$ cat src/rtl/sdram_bist_master.sv
// Memory BIST initiator: writes an LFSR pattern over a word range through
// the request/accept interface, reads it back and compares each word.
module sdram_bist_master #(
  parameter int          ADDR_WIDTH     = 32,
  parameter int          DATA_WIDTH     = 32,
  parameter logic [31:0] BASE_ADDR      = 32'h0,
  parameter int          NUM_WORDS      = 1024,
  parameter logic [31:0] LFSR_SEED      = 32'hACE12468,
  parameter int          TIMEOUT_CYCLES = 4096
) (
  input  logic                    clk,
  input  logic                    rst,
  input  logic                    start,
  output logic                    busy,
  output logic                    done,
  output logic                    pass,
  output logic                    timeout,
  output logic [15:0]             err_count,
  output logic [ADDR_WIDTH-1:0]   first_err_addr,
  output logic [ADDR_WIDTH-1:0]   addr,
  output logic [DATA_WIDTH/8-1:0] wr,
  output logic [DATA_WIDTH-1:0]   write_data,
  output logic                    rd,
  input  logic                    accept,
  input  logic                    rvalid,
  input  logic [DATA_WIDTH-1:0]   read_data
);

  localparam int BE = DATA_WIDTH / 8;
  localparam int IW = (NUM_WORDS > 1) ? $clog2(NUM_WORDS) : 1;
  localparam int TW = $clog2(TIMEOUT_CYCLES + 1);
  localparam logic [IW-1:0]         LAST = IW'(NUM_WORDS - 1);
  localparam logic [TW-1:0]         TLIM = TW'(TIMEOUT_CYCLES - 1);
  localparam logic [ADDR_WIDTH-1:0] BASE = ADDR_WIDTH'(BASE_ADDR);
  localparam logic [ADDR_WIDTH-1:0] STEP = ADDR_WIDTH'(BE);
  localparam logic [31:0]           TAPS = 32'h80200003;

  typedef enum logic [2:0] {IDLE, WRITE, RD_REQ, RD_WAIT, DONE} state_t;

  state_t          state;
  logic [IW-1:0]   idx;
  logic [31:0]     lfsr;
  logic [TW-1:0]   wcnt;

  logic [31:0]           lfsr_next;
  logic [DATA_WIDTH-1:0] exp_word;
  logic [DATA_WIDTH-1:0] next_word;
  logic                  last;
  logic                  rd_take;
  logic                  mismatch;
  logic                  waited;
  logic [15:0]           err_next;

  // Wider buses replicate the 32-bit LFSR word, narrower ones take its low bits.
  function automatic logic [DATA_WIDTH-1:0] pattern(input logic [31:0] l);
    logic [DATA_WIDTH-1:0] p;
    p = '0;
    for (int unsigned i = 0; i < DATA_WIDTH; i++) p[i] = l[i % 32];
    return p;
  endfunction

  always_comb begin
    lfsr_next = {1'b0, lfsr[31:1]} ^ (lfsr[0] ? TAPS : '0);
    exp_word  = pattern(lfsr);
    next_word = pattern(lfsr_next);
    last      = (idx == LAST);
    // rvalid counts in RD_WAIT, or together with the accept that takes the read
    rd_take   = ((state == RD_REQ) && accept && rvalid) ||
                ((state == RD_WAIT) && rvalid);
    mismatch  = rd_take && (read_data != exp_word);
    err_next  = (mismatch && (err_count != '1)) ? err_count + 16'd1 : err_count;
    waited    = (wcnt == TLIM);
  end

  always_ff @(posedge clk) begin
    if (!rst) begin
      state          <= IDLE;
      idx            <= '0;
      lfsr           <= '0;
      wcnt           <= '0;
      busy           <= 1'b0;
      done           <= 1'b0;
      pass           <= 1'b0;
      timeout        <= 1'b0;
      err_count      <= '0;
      first_err_addr <= '0;
      addr           <= '0;
      wr             <= '0;
      write_data     <= '0;
      rd             <= 1'b0;
    end else begin
      case (state)
        IDLE, DONE: begin
          if (start) begin
            state          <= WRITE;
            idx            <= '0;
            lfsr           <= LFSR_SEED;
            wcnt           <= '0;
            busy           <= 1'b1;
            done           <= 1'b0;
            pass           <= 1'b0;
            timeout        <= 1'b0;
            err_count      <= '0;
            first_err_addr <= '0;
            addr           <= BASE;
            wr             <= '1;
            write_data     <= pattern(LFSR_SEED);
          end
        end
        WRITE: begin
          if (accept) begin
            wcnt <= '0;
            if (last) begin
              state <= RD_REQ;
              idx   <= '0;
              lfsr  <= LFSR_SEED;
              wr    <= '0;
              rd    <= 1'b1;
              addr  <= BASE;
            end else begin
              idx        <= idx + 1'b1;
              lfsr       <= lfsr_next;
              addr       <= addr + STEP;
              write_data <= next_word;
            end
          end else if (waited) begin
            state   <= DONE;
            wr      <= '0;
            busy    <= 1'b0;
            done    <= 1'b1;
            timeout <= 1'b1;
            pass    <= 1'b0;
          end else begin
            wcnt <= wcnt + 1'b1;
          end
        end
        RD_REQ, RD_WAIT: begin
          if (rd_take) begin
            wcnt      <= '0;
            err_count <= err_next;
            if (mismatch && (err_count == '0)) first_err_addr <= addr;
            if (last) begin
              state <= DONE;
              rd    <= 1'b0;
              busy  <= 1'b0;
              done  <= 1'b1;
              pass  <= (err_next == '0);
            end else begin
              state <= RD_REQ;
              idx   <= idx + 1'b1;
              lfsr  <= lfsr_next;
              addr  <= addr + STEP;
              rd    <= 1'b1;
            end
          end else if ((state == RD_REQ) && accept) begin
            wcnt  <= '0;
            rd    <= 1'b0;
            state <= RD_WAIT;
          end else if (waited) begin
            state   <= DONE;
            rd      <= 1'b0;
            busy    <= 1'b0;
            done    <= 1'b1;
            timeout <= 1'b1;
            pass    <= 1'b0;
          end else begin
            wcnt <= wcnt + 1'b1;
          end
        end
        default: state <= IDLE;
      endcase
    end
  end

endmodule

$ cat config.mk
export PLATFORM = sky130hd
export DESIGN_NAME = sdram_bist_master
export DESIGN_NICKNAME = d
export VERILOG_FILES = /design/src/rtl/sdram_bist_master.sv
export SDC_FILE = /design/constraint.sdc
export NUM_CORES = 1
export LEC_CHECK = 0
export ABC_AREA = 1
export CORE_MARGIN = 10
export CORE_UTILIZATION = 49
export CTS_CLUSTER_SIZE = 14
export DETAILED_ROUTE_END_ITERATION = 8
export PLACE_DENSITY = 0.77
export SLEW_MARGIN = 20
export SYNTH_ARGS = -nofsm -noshare
export SYNTH_HDL_FRONTEND = slang
export SYNTH_SLANG_ARGS = --single-unit
export TNS_END_PERCENT = 1
$ cat constraint.sdc
create_clock -name clk -period 3.1 [get_ports clk]
set_input_delay 0.62 -clock clk [delete_from_list [all_inputs] [get_ports clk]]
set_output_delay 0.62 -clock clk [all_outputs]
set_load 0.1 [all_outputs]
-- After elaboration in Yosys (flattened, before gate mapping)
Cells that the tools add are included.
- register bits: 179
- bits of input ports: 37
- output and inout port bits: 121
- add/sub/neg operators: 4
- equal/unequal tests: 23
- multiplexer cells: 78
- bitwise operators: 1
- reduce and logical (&&, ||, !) cells: 26
- operators by type and width (operator ; number):
    $mux 32 ; 14
    $pmux 32 s3 ; 2
    $pmux 32 s2 ; 2
    $mux 13 ; 5
    $mux 10 ; 5
    $mux 16 ; 3
    $pmux 13 s3 ; 1
    $add 32x3->32 const B ; 1
    $logic_not 16->1 ; 2
    $ne 32x32->1 ; 1
    $pmux 16 s2 ; 1
    $xor 31x32->32 ; 1
    $pmux 10 s3 ; 1
    $mux 1 ; 26
    $mux 3 ; 7
    $ne 2x2->1 const B ; 10
    $add 16x1->16 const B ; 1
    $mux 4 ; 4
    $ne 16x16->1 const B ; 1
    $reduce_and 4->1 ; 4
    $reduce_and 5->1 ; 3
    $add 13x1->13 const B ; 1
    $eq 13x12->1 const B ; 1
    $ne 3x3->1 const B ; 4
    18 further kinds ; 31

-- Longest topological paths before layout
Gate-level depths: netlist of run 1.
- depth after elaboration: 11
- mapped depth: 20
- mapped depth without buffers: 18

-- Worst setup path before layout of run 1
OpenSTA, ideal clock, no wires.
- kind: flip-flop to flip-flop
- from: reg err_count[0]
- to: reg pass
- library setup time: 0.131 ns
- arrival time: 2.679 ns
- required time: 2.969 ns
- slack: 0.290 ns
- cell stages (with the launch flop): 18
- buffers on the path: 1
- clock period less this slack: 2.810 ns
- cell sequence: dfxtp_1 -> ha_1 -> nand2_1 -> nor2_2 -> nand2_1 -> nor2_1 -> nand3_2 -> nand3_2 -> buf_6 -> nand2_1 -> o21ai_0 -> inv_1 -> nand2_1 -> nor2_1 -> nand3_1 -> nand2_1 -> nand2_1 -> a21oi_2
- word-level cells in the longest chain between the ends: 7
- ends and longest elaborated chain (element ; line ; RTL):
    start: declaration ; 18 ; output logic [15:0] err_count,
    start signal: assignment ; 140 ; err_count <= err_next;
    branches (longest 2 deep; another with $add 16x1->16) ; - ;
    $mux 16 (*) ; 71 ; err_next = (mismatch && (err_count != '1)) ? err_count + 16'd1 : err_count;
    $logic_not 16->1 (*) ; 147 ; pass <= (err_next == '0);
    $mux 1 (*) ; 142 ; if (last) begin
    $mux 1 (*) ; 138 ; if (rd_take) begin
    $pmux 1 s3 (*) ; 92 ; case (state)
    end signal: assignment ; 147 ;
    end: declaration ; 16 ; output logic pass,
Mark *: on every way between the ends. The select of a mux whose other input is x is not followed.
A chain may end at the register's enable or synchronous reset.

-- Final worst setup path of run 1
- from: reg idx[0]
- to: reg write_data[21]
- word-level cells in the longest chain between the ends: 3
- ends and longest elaborated chain (element ; line ; RTL):
    start: declaration ; 41 ; logic [IW-1:0] idx;
    start signal: assignment ; 121 ; idx <= idx + 1'b1;
    start signal: assignment ; 150 ; idx <= idx + 1'b1;
    $eq 10x10->1 ; 66 ; last = (idx == LAST);
    $ne 2x2->1 (no source line) ; - ;
    $reduce_and 4->1 (no source line) ; - ;
    end signal: assignment ; 107 ; write_data <= pattern(LFSR_SEED);
    end signal: assignment ; 124 ; write_data <= next_word;
    end: declaration ; 22 ; output logic [DATA_WIDTH-1:0] write_data,
Every way passes these cells.

==> out/results.txt, run 1 <==
Finished Cell Area: 0.01068 mm2
Worst-path clk slew: 70 ps
# DRC: 0
I/O pins: 158
CTS Buf Count: 17
largest net degree at the start of global routing: 46
CP Class: flop to flop
PostCTS Resize Cnt: 0
ratio of final minimum period to clock period: 86.48%
Comb power frac: 24.7%
setup TNS: 0 ps
final hold slack: 454.6 ps
leakage: 4.177 nW
Final Total Pwr: 0.006327 W
TritonRoute pass-1 iters: 6
Hold WC Path Type: flop to flop
Synth async-reset ratio: 0%
number of max-cap violations: 0
Peak supply drop: 458.1 uV
Initial DRC Count: 516
post-DP HPWL: 17.98 mm
Psw: 0.002231 W
row cnt: 48
Die X: 153.2 um
synthesized flop and latch total: 173
multi-input logic area: 0.004344 mm2
input/output buffers: 155
cell internal pwr: 0.004096 W
FILL cells: 1600
CTS tree: yes
Antenna Cells: 0
Critical Path Start: idx[0]
via count: 8406
Critical Path Source Type: flop
Min-Delay Path Depth: 2
Slew @ Worst Pin: 1015 ps
Clk pwr share: 35.8%
Final nets: 1383
vias in the first global route: 8240
Rel. slew slack: 32.29%
global-route wire length before repair: 41.50 mm
clock tree buffer depth: 2
clock sink count: 173
Post-CTS Hold Fix Bufs: 0
Seq pwr share: 39.5%
EDFF count, synth: 0
hold_sp: write_data[21]
status: finished, final reports clean
worst-skew pair later-pin latency: 430 ps
Top FF cell, synth: dfxtp_1
total grt overflow: 0
starting density of the core: 50.11%
switching share of power: 35.26%
vias per cell: 5.324
Post-Syn Area: 0.008697 mm2
WP data arrival: 3040 ps
Layout area overhead: 22.83%
share of cells above drive strength 1: 16.47%
sequential area share after synthesis: 39.82%
RSZ-0062 raised after global routing: false
final core occ: 61.55%
Critical Path Sink Type: flop
worst clock skew: 9.973 ps
final hold violation count: 0
CP required: 3460 ps
Mapped Cells: 1207
Die Ht: 153.2 um
initial antenna violation count: 0
Max Slew Vio Count: 0
Overall Global Routing Usage: 20.94%
power per cell area: 592.2 mW/mm2
Post-CTS Repair Setup Buffers: 0
final wirelength: 25.00 mm
fin crit period: 2681 ps
Netlist cell types: 47
syn avg cell area: 7.206 um2
CP max FO: 33
Setup Viol. Count Final: 0
Area after DPL: 0.01006 mm2
storage element area: 0.003463 mm2
Routed Antenna Nets: 0
H-tree depth: 4
R2R Path Start: idx[0]
Routed wire per std cell: 15.83 um
R2R depth: 9
Syn. warnings: 0
Max Freq: 0.3730 GHz
Core ar.: 0.01736 mm2
Die ar.: 0.02348 mm2
Placer Congestion: 0.9729
clk root buf: clkbuf_16
-- metal layers --
metal	wire length, um	part of all wire [%]	up-vias	track usage, %
li1	-	-	4216	-
met1	10450	42	3865	24.90
met2	12010	48	284	35.06
met3	2012	8.0	41	5.948
met4	527	2.1	0	7.720
met5	0	0	-	0
-- Yosys cell counts (2+ instances only) --
| cell | number | area [um2] |
|---|---|---|
| nand2_1 | 288 | 1081 |
| dfxtp_1 | 173 | 3463 |
| inv_1 | 129 | 484.2 |
| a21oi_1 | 110 | 550.5 |
| nor2_1 | 105 | 394.1 |
| nand3_1 | 58 | 290.3 |
| o21ai_0 | 41 | 205.2 |
| nor3_1 | 37 | 185.2 |
| xnor2_1 | 30 | 262.8 |
| nand4_1 | 29 | 181.4 |
| clkbuf_1 | 26 | 97.59 |
| xor2_1 | 22 | 192.7 |
| a221oi_1 | 20 | 175.2 |
| buf_2 | 14 | 70.07 |
| inv_2 | 14 | 52.55 |
| a211oi_2 | 12 | 150.1 |
| buf_4 | 10 | 75.07 |
| buf_6 | 10 | 112.6 |
| nand3b_1 | 10 | 75.07 |
| a211oi_1 | 8 | 60.06 |
| nor2_2 | 7 | 43.79 |
| nor4_1 | 7 | 43.79 |
| a31oi_1 | 5 | 31.28 |
| ha_1 | 5 | 62.56 |
| nand3_2 | 4 | 40.04 |
| o21a_1 | 4 | 30.03 |
| nor3b_1 | 3 | 22.52 |
| nor4_4 | 3 | 63.81 |
| o21ai_1 | 3 | 15.01 |
| buf_1 | 2 | 7.510 |
| or2_2 | 2 | 12.51 |
-- through the flow --
stage	setup WS (ps)	instances
after global placement	188.1	1547
final	419.3	1579
after floorplan	290.0	1208
after detailed placement	208.0	1547
after CTS	392.5	1579
after global routing	111.2	1579
-- placed cells by master (no fill, tap or decap), types with 6 or more instances in the layout --
master	count
nand2_1	288
dfxtp_1	173
buf_4	138
inv_1	129
a21oi_1	110
nor2_1	105
nand3_1	58
o21ai_0	41
nor3_1	37
clkdlybuf4s50_1	36
xnor2_1	30
nand4_1	29
xor2_1	22
a221oi_1	20
clkbuf_16	17
inv_2	14
a211oi_2	12
nand3b_1	10
a211oi_1	8
nor2_2	7
nor4_1	6
-- path summary, 6_finish.rpt --
check,slack (ps),endpoint
max,420,write_data[21]
min,450,write_data[21]
max reg2reg,420,write_data[21]
min reg2reg,450,write_data[21]
-- kinds of logic after synthesis --
group           count (synthesis)  synth area share, %
xor+xnor                       52                5.237
fa+ha+maj                       5               0.7193
simple gates                  556                28.31
flops                         173                39.82
other cells                     1              0.04312
compound gates                215                15.52
buf+inv                       205                10.34
-- critical path, stage by stage (launching register included) --
cell	delay (ps)
dfxtp_1	370
ha_1	150
inv_1	70
nor4_4	240
nand2_1	120
nor2_2	130
nand3_2	290
o2111ai_4	920
o21ai_0	170
a21oi_1	140
-- power by group through the flow --
stage	sequential, W	clock, W	combinational [W]
after CTS	0.00250	0.00230	0.00157
after detailed placement	0.00255	0	0.00156
after floorplan	0.00293	0	0.000817
after global placement	0.00254	0	0.00154
after global routing	0.00252	0.00239	0.00169
final	0.00250	0.00226	0.00156
-- sequential cells by signal, indices dropped and copies added, names as in the netlist --
register and count:
addr 30, wr 1, busy 1, pass 1
state 3, done 1, timeout 1, rd 1
err_count 16, wcnt 13, write_data 32, idx 10
first_err_addr 31, exp_word 32
-- area by class of cell --
| cell class | count | share of cell area, % |
|---|---|---|
| Multi-Input combinational cell | 830 | 40.67 |
| Timing Repair Buffer | 176 | 13.45 |
| Clock inverter | 14 | 1.698 |
| Inverter | 143 | 5.025 |
| Clock buffer | 18 | 4.111 |
| Sequential cell | 173 | 32.42 |
| Tap cell | 225 | 2.635 |
No activity file was read; power rests on OpenSTA's default activity.
==> inputs of run 2 (changes only) <==
--- a/config.mk
+++ b/config.mk
@@ -11,5 +11,6 @@
 export CTS_CLUSTER_SIZE = 14
 export DETAILED_ROUTE_END_ITERATION = 8
-export PLACE_DENSITY = 0.77
+export DONT_BUFFER_PORTS = 1
+export PLACE_DENSITY = 0.66
 export SLEW_MARGIN = 20
 export SYNTH_ARGS = -nofsm -noshare
==> constraint.sdc (replaced) <==
create_clock -name clk -period 3.1 [get_ports clk]
set_input_delay 0.62 -clock clk [delete_from_list [all_inputs] [get_ports clk]]
set_output_delay 0.62 -clock clk [all_outputs]
set_load 0.005 [all_outputs]
==> run 2 against run 1 <==
Effect of this change: global-route usage shrank 1.8 points; power shrank 9.6%; via count shrank 8.0%; sequential cell count is the same; sequential power is essentially flat; combinational power shrank 43%; fmax grew 0.37%; largest cell class unchanged; highest routed layer unchanged.
==> out/results.txt, run 2 (synthesis results as in run 1) <==
status: finished, final reports clean
Hold WC Path Type: primary input to flop
dpl ws: 429.5 ps
CTS Buf Count: 17
Antenna Cells: 0
clock tree buffer depth: 2
final wirelength: 23.35 mm
Worst-path clk slew: 70 ps
Routed wire per std cell: 16.42 um
Finished Cell Area: 0.009419 mm2
RSZ-0062 raised after global routing: false
share of cells above drive strength 1: 8.521%
top cell family by delay on the critical path: simple AND/OR/NAND/NOR gates
input/output buffers: 0
Clk pwr share: 40.4%
# DRC: 0
Setup Viol. Count Final: 0
R2R Path Start: err_count[1]
R2R depth: 15
Psw: 0.001739 W
Peak supply drop: 410.1 uV
Final Total Pwr: 0.005721 W
number of max-cap violations: 0
worst-skew pair later-pin latency: 430 ps
TritonRoute pass-1 iters: 5
final hold violation count: 0
switching share of power: 30.40%
Final WS setup: 429.1 ps
fin crit period: 2671 ps
clk root buf: clkbuf_16
starting density of the core: 50.11%
setup TNS: 0 ps
initial antenna violation count: 0
clock sink count: 173
cell mode on critical path: nand2_1
worst clock skew: 7.222 ps
most frequent cells in the layout: nand2_1, dfxtp_1, inv_1
H-tree depth: 4
Post-CTS Hold Fix Bufs: 0
CP max FO: 20
Post-CTS Repair Setup Buffers: 0
PostCTS Resize Cnt: 0
worst hold path endpoint: state[2]
Max Slew Vio Count: 0
Seq pwr share: 44.2%
Min-Delay Path Depth: 2
Final nets: 1226
Die X: 153.2 um
post-DP HPWL: 17.10 mm
vias in the first global route: 7397
Routed Antenna Nets: 0
CTS tree: yes
Overall Global Routing Usage: 19.18%
global-route wire length before repair: 38.05 mm
WP data arrival: 3040 ps
Worst R2R Setup Slack: 430 ps
Die ar.: 0.02348 mm2
row cnt: 48
Initial DRC Count: 386
power per cell area: 607.4 mW/mm2
Worst Path Buf+Inv: 1
total grt overflow: 0
Critical Path Max Stage Delay: 450 ps
cell internal pwr: 0.003982 W
Cell Chain, Critical Path: ha_1 -> nand2_1 -> nor2_2 -> nand2_1 -> nor2_1 -> nand3_2 -> nand3_2 -> o21ai_0 -> inv_1 -> nand2_1 -> nor2_1 -> nand3_1 -> nand2_1 -> nand2_1 -> a21oi_2
RR Endpoint: pass
Max Freq: 0.3744 GHz
ratio of final minimum period to clock period: 86.16%
Placer Congestion: 0.9341
Area after DPL: 0.008782 mm2
leakage: 3.390 nW
CP Class: flop to flop
CP required: 3460 ps
Layout area overhead: 8.301%
Die Ht: 153.2 um
Core ar.: 0.01736 mm2
hold_sp: rst
via count: 7730
Critical Path Sink Type: flop
slowest CP cell: dfxtp_1
Critical Path Source Type: flop
commonest non-fill, non-tap cell in the layout: nand2_1
Slew @ Worst Pin: 972.2 ps
Critical Path Start: err_count[1]
vias per cell: 5.436
Comb power frac: 15.4%
largest net degree at the start of global routing: 47
I/O pins: 158
Rel. slew slack: 35.12%
run 2: changes by cell type in the layout (fill, tap and decap cells not counted), sizes merged:
| cell | previous run | this run |
|---|---|---|
| clkinv | 4 | 3 |
| inv | 148 | 150 |
| clkinvlp | 2 | 1 |
| clkdlybuf4s50 | 36 | 0 |
| buf | 140 | 19 |
run 2: power groups by stage:
stage	clock, W	sequential (W)	combinational (W)
2_1_floorplan	0	0.00252	0.000751
3_3_place_gp	0	0.00258	0.000870
3_5_place_dp	0	0.00258	0.000877
4_1_cts	0.00235	0.00253	0.000883
5_1_grt	0.00243	0.00255	0.000994
6_report	0.00231	0.00253	0.000882
run 2: worst register-to-register path, cell delays in order, from the launching register on:
cell,delay (ps)
dfxtp_1,450
ha_1,260
nand2_1,100
nor2_2,170
nand2_1,110
nor2_1,120
nand3_2,260
nand3_2,380
o21ai_0,170
inv_1,80
nand2_1,60
nor2_1,130
nand3_1,110
nand2_1,70
nand2_1,60
a21oi_2,110
run 2: layout make-up:
type                    count  area [um2]
clock inverters            14       197.7
inverters                 143       538.0
fillers                  1713        7938
multi-input cells         830        4344
repair buffers             19       155.1
clock buffers              18       439.2
well taps                 225       281.5
flip-flops and latches    173        3463
run 2: stage by stage:
step	hold slack, ps	utilization [%]	instances
after global routing	313.2	54.27	1422
after detailed placement	453.2	50.60	1390
after floorplan	438.8	-	1208
after CTS	311.3	54.27	1422
after global placement	448.8	50.60	1390
final	325.4	54.27	1422
run 2: layer usage:
metal  part of all wire (%)  up-vias  track usage, %  wire length, um
li1                       -     3905               -                -
met1                     43     3582           23.34            10010
met2                     47      208           31.05            10870
met3                    8.7       35           6.538             2032
met4                    1.9        0           6.222              435
met5                      0        -               0                0
run 2: how the worst max path moves through the flow:
stage	slack, ps	cells after the start	end
after floorplan	1110	17	pass
after global placement	490	12	idx[9]
after detailed placement	430	12	idx[9]
after CTS	440	15	pass
after global routing	110	15	pass
final	430	15	pass
